### config.mk
export PLATFORM = sky130hd
export DESIGN_NAME = div_man
export DESIGN_NICKNAME = d
export VERILOG_FILES = /design/src/rtl/div_pkg.sv /design/src/rtl/div_cell.sv /design/src/rtl/div_man.sv
export SDC_FILE = /design/constraint.sdc
export NUM_CORES = 1
export LEC_CHECK = 0
export BUFFER_PORTS_ARGS = -buffer_cell sky130_fd_sc_hd__buf_2
export CORE_ASPECT_RATIO = 0.9
export CORE_MARGIN = 3
export CORE_UTILIZATION = 45
export CTS_BUF_LIST = sky130_fd_sc_hd__clkbuf_4
export DETAILED_ROUTE_END_ITERATION = 7
export SYNTH_ARGS = -nofsm -noshare
export SYNTH_HDL_FRONTEND = slang
export SYNTH_SLANG_ARGS = --single-unit
export TNS_END_PERCENT = 20
### constraint.sdc
create_clock -name clk -period 2.1 [get_ports clk]
set_input_delay 0.21 -clock clk [delete_from_list [all_inputs] [get_ports clk]]
set_output_delay 0.21 -clock clk [all_outputs]
set_load 0.02 [all_outputs]
### src/rtl/div_pkg.sv
// Shared widths for the pipelined restoring divider.
// Holds the default dividend/quotient (N) and divisor/remainder (M) widths.
package div_pkg;
  localparam int DIV_N = 8;
  localparam int DIV_M = 4;
endpackage

### src/rtl/div_cell.sv
// One stage of the restoring divider: resolves one quotient bit, MSB first.
// Ports: en in / rdy out; prev_rem, prev_quo, divisor, dividend, zero in;
// registered rem, quo, dvs, dvd (dividend shifted left) and dz out.
module div_cell
  import div_pkg::*;
#(
  parameter int N = DIV_N,
  parameter int M = DIV_M
) (
  input  logic         clk,
  input  logic         rstn,
  input  logic         en,
  input  logic [M-1:0] prev_rem,
  input  logic [N-1:0] prev_quo,
  input  logic [M-1:0] divisor,
  input  logic [N-1:0] dividend,
  input  logic         zero,
  output logic         rdy,
  output logic [M-1:0] rem,
  output logic [N-1:0] quo,
  output logic [M-1:0] dvs,
  output logic [N-1:0] dvd,
  output logic         dz
);
  logic [M:0] t;
  logic [M:0] diff;
  logic       ge;
  logic       unused_msb;

  // The dividend travels MSB-aligned, so the current bit is always N-1.
  assign t    = {prev_rem, dividend[N-1]};
  assign diff = t - {1'b0, divisor};
  assign ge   = t >= {1'b0, divisor};

  // Quotient shifts in from the LSB; its top bit is still zero here.
  assign unused_msb = prev_quo[N-1];

  always_ff @(posedge clk or negedge rstn) begin
    if (!rstn) begin
      rdy <= 1'b0;
      rem <= '0;
      quo <= '0;
      dvs <= '0;
      dvd <= '0;
      dz  <= 1'b0;
    end else begin
      rdy <= en;
      if (en) begin
        // Divisor 0 always takes the subtract path; truncation keeps t.
        rem <= ge ? diff[M-1:0] : t[M-1:0];
        quo <= {prev_quo[N-2:0], ge};
        dvs <= divisor;
        dvd <= {dividend[N-2:0], 1'b0};
        dz  <= zero;
      end
    end
  end
endmodule

### src/rtl/div_man.sv
// Fully pipelined unsigned restoring divider, N stages, one op per cycle.
// Ports: data_rdy/dividend/divisor in; res_rdy/quotient/remainder/div_zero out.
module div_man
  import div_pkg::*;
#(
  parameter int N = DIV_N,
  parameter int M = DIV_M
) (
  input  logic         clk,
  input  logic         rstn,
  input  logic         data_rdy,
  input  logic [N-1:0] dividend,
  input  logic [M-1:0] divisor,
  output logic         res_rdy,
  output logic [N-1:0] quotient,
  output logic [M-1:0] remainder,
  output logic         div_zero
);
  logic [M-1:0] rem [N+1];
  logic [N-1:0] quo [N+1];
  logic [M-1:0] dvs [N+1];
  logic [N-1:0] dvd [N+1];
  logic [N:0]   rdy;
  logic [N:0]   dz;
  logic         unused_tail;

  assign rdy[0] = data_rdy;
  assign rem[0] = '0;
  assign quo[0] = '0;
  assign dvs[0] = divisor;
  assign dvd[0] = dividend;
  assign dz[0]  = (divisor == '0);

  for (genvar k = 0; k < N; k++) begin : g_stage
    div_cell #(
      .N(N),
      .M(M)
    ) u_cell (
      .clk     (clk),
      .rstn    (rstn),
      .en      (rdy[k]),
      .prev_rem(rem[k]),
      .prev_quo(quo[k]),
      .divisor (dvs[k]),
      .dividend(dvd[k]),
      .zero    (dz[k]),
      .rdy     (rdy[k+1]),
      .rem     (rem[k+1]),
      .quo     (quo[k+1]),
      .dvs     (dvs[k+1]),
      .dvd     (dvd[k+1]),
      .dz      (dz[k+1])
    );
  end

  // Divisor and shifted dividend are not needed past the last stage.
  assign unused_tail = ^{dvs[N], dvd[N]};

  assign res_rdy   = rdy[N];
  assign quotient  = quo[N];
  assign remainder = rem[N];
  assign div_zero  = dz[N];
endmodule

==> reports/summary.txt <==
Synth cell types: 31
Final worst-path cycle share: 82.32%
CTS tree: built
Worst EP arrival: 2.18 ns
Hold Path Class: input pin to flip-flop
Clock Sink Count: 140
Ys Warns: 0
Post-Synth XOR/XNOR Area: 0.9425%
Main combinational cell family by area after synthesis: multiplexers
Worst setup EP type: flip-flop
Share of layout cells above drive strength 1: 23.78%
Via Count: 4,151
Asr flop ratio synth: 100.0%
DR DRC count: 0
GPL Wtd Cong: 0.8378
Max rail drop VDD: 0.4399 mV
H-tree Lvls: 4
Crit Path Max Fanout: 8
Vias in the first global route: 4,186
Cells after synthesis: 574
Final antenna diode count: 0
Status: finished clean
Req. time, crit path: 2.55 ns
Post-cts resize count: 0
Kind of critical path: flip-flop to flip-flop
Die outline height: 120.1 um
Core area: 14,110 sq um
Final Critical Period: 1.729 ns
Maximum clock rate: 0.5784 GHz
Initial antenna violation count: 0
Dominant synthesized flop cell: dfrtp_1
Setup Viol. Count Final: 0
Worst-Margin Slew: 0.6464 ns
Clock transition at path regs: 0.12 ns
Final Routed Wirelength: 11,060 um
Power per cell area: 1196 nW/um^2
Compound-Gate Fraction of Synth Area: 11.83%
NumNets Final: 674
Filler cells: 1,264
Detail Route Antenna Nets: 0
Finished Core Util: 51.69%
TNS Setup: 0 ns
Drt pass-1 iters: 4
HPWL after DPL: 8037 um
Adder-Cell Fraction of Synth Area: 7.925%
Fin. Hold Viols: 0
Relative slew margins: 56.90%
Die width: 132.7 um
Mapped Nets: 626
DR vias/cell: 5.013
CP startpoint kind: flip-flop
Number of I/O pins: 29
Multiplexer share of the synthesized area: 11.91%
Std cell rows: 41
Clk buf depth: 2
Final slew viol count: 0
Post-synth EDFFs: 0
Synthesis-to-finish area growth: 12.10%
Mapped cell area: 6505 sq um
GRT Resource Usage Total: 15.26%
Post-Synth Simple-Gate Area: 9.213%
Largest net degree at the start of global routing: 57
Sequential share of the synthesized area: 53.86%
Mean Syn Cell Area: 11.33 sq um
Grt ovf: 0
Die Area: 15,940 sq um
Clk_lat worst skew: 0.54 ns
FF+latch count, synth: 140
Cts bufs inserted: 17
Buffers on Ports: 28
Max cap viols: 0
Final clock skew: 0.02188 ns
RSZ-0062 raised after global routing: false
Initial Util: 46.11%
Multi-input gate area: 2720 sq um
Wire length per cell: 13.36 um
First-pass GRT wire length: 19,670 um
Initial drt markers: 162
Root Buffer: clkbuf_4
Leak Pwr: 3.254 nW
Sequential standard cell area: 3503 sq um
[state kept, by name (all words and copies together) (netlist names)]
register	flops
g_stage.u_cell.rdy	8
g_stage.u_cell.dz	8
g_stage.u_cell.dvs	28
g_stage.u_cell.dvd	28
g_stage.u_cell.quo	36
g_stage.u_cell.rem	32
[cell type report]
class | count | share of cell area, %
timing repair buffer | 51 | 4.993
multi-input combinational | 364 | 37.30
inverter | 48 | 2.471
sequential | 140 | 48.04
clock inverter | 13 | 1.922
tap | 193 | 3.312
clock buffer | 19 | 1.956
[stage by stage]
| stage | hold WS (ns) | power (mW) | worst slack (ns) | cell area (sq um) | instances |
|---|---|---|---|---|---|
| final | 0.09215 | 8.721 | 0.3712 | 7292 | 828 |
| after global routing | 0.09219 | 9.468 | 0.2033 | 7292 | 828 |
| after CTS | 0.02668 | 8.829 | 0.3515 | 7292 | 828 |
| after detailed placement | 0.2223 | 7.060 | 0.4062 | 6879 | 783 |
| after global placement | 0.2197 | 6.958 | 0.4574 | 6879 | 783 |
| after floorplan | -0.08559 | 6.254 | 0.5778 | 6505 | 574 |
[cell families after synthesis]
kind of cell,after synthesis
AO/OA/AOI/OAI,123
multiplexers,69
XOR/XNOR,7
flip-flops,140
adder cells (fa/ha/maj),37
buffers and inverters,70
AND/OR/NAND/NOR,128
[Yosys cell counts, types with 11 or more instances]
master / n / area share, %
nand2b_1: 14 / 1.3
inv_1: 48 / 2.8
nand2_1: 36 / 2.1
nor2_1: 50 / 2.9
o21bai_1: 11 / 1.3
a21oi_1: 20 / 1.5
buf_2: 15 / 1.2
ha_1: 30 / 5.8
o22ai_1: 11 / 1.1
a31oi_1: 12 / 1.2
o21ai_0: 35 / 2.7
dfrtp_1: 140 / 54
mux2_2: 67 / 12
[worst max-delay path, stage by stage (launching register included)]
cell and delay [ns]:
dfrtp_1 0.42, inv_1 0.08, ha_1 0.31, nand4_1 0.10, nand2_1 0.15, or3b_1 0.39, a31oi_1 0.19
[worst paths after layout]
path / from / endpoint / slack, ns / depth (start not counted)
max in group asynchronous: rstn / g_stage[6].u_cell.quo[1] / 1.22 / 3
hold / removal: dividend[7] / g_stage[0].u_cell.rem[0] / 0.09 / 4
setup / recovery: g_stage[1].u_cell.dvs[1] / g_stage[2].u_cell.rem[2] / 0.37 / 6
hold reg to reg: g_stage[5].u_cell.dvs[3] / g_stage[6].u_cell.dvs[3] / 0.49 / 2
min in group asynchronous: rstn / g_stage[6].u_cell.dvs[2] / 0.19 / 2
setup reg to reg: g_stage[1].u_cell.dvs[1] / g_stage[2].u_cell.rem[2] / 0.37 / 6
[metal layers]
layer	track usage, %	routed length [um]	vias to the layer above
li1	-	-	2104
met1	20.95	5594	2005
met2	23.41	5075	31
met3	3.940	261	11
met4	5.909	131	0
met5	0	0	-
[where the power goes]
| group | switching (mW) | total [mW] | internal, mW |
|---|---|---|---|
| Clock | 0.995 | 1.74 | 0.744 |
| Sequential | 0.447 | 3.85 | 3.41 |
| Combinational | 1.69 | 3.13 | 1.43 |
[what timing repair did]
action,4_1_cts,5_1_grt
endpoints found under the hold margin,64,0
hold buffers,13,0
buffers inserted,0,0
[layout by cell type, fill, tap and decap left out, drive strengths merged, types with 7 or more instances in the layout]
master and count:
o22ai 11, nand2 36, clkbuf 19, nor2 56
o32ai 7, mux2 67, dfrtp 140, ha 30
fa 7, o21ai 43, clkinv 7, a21oi 27
o21bai 11, buf 38, inv 52, nand2b 14
xnor2 7, a31oi 12, nand4 7, dlygate4sd3 13
Note: power is estimated with default switching activity, not from simulation.
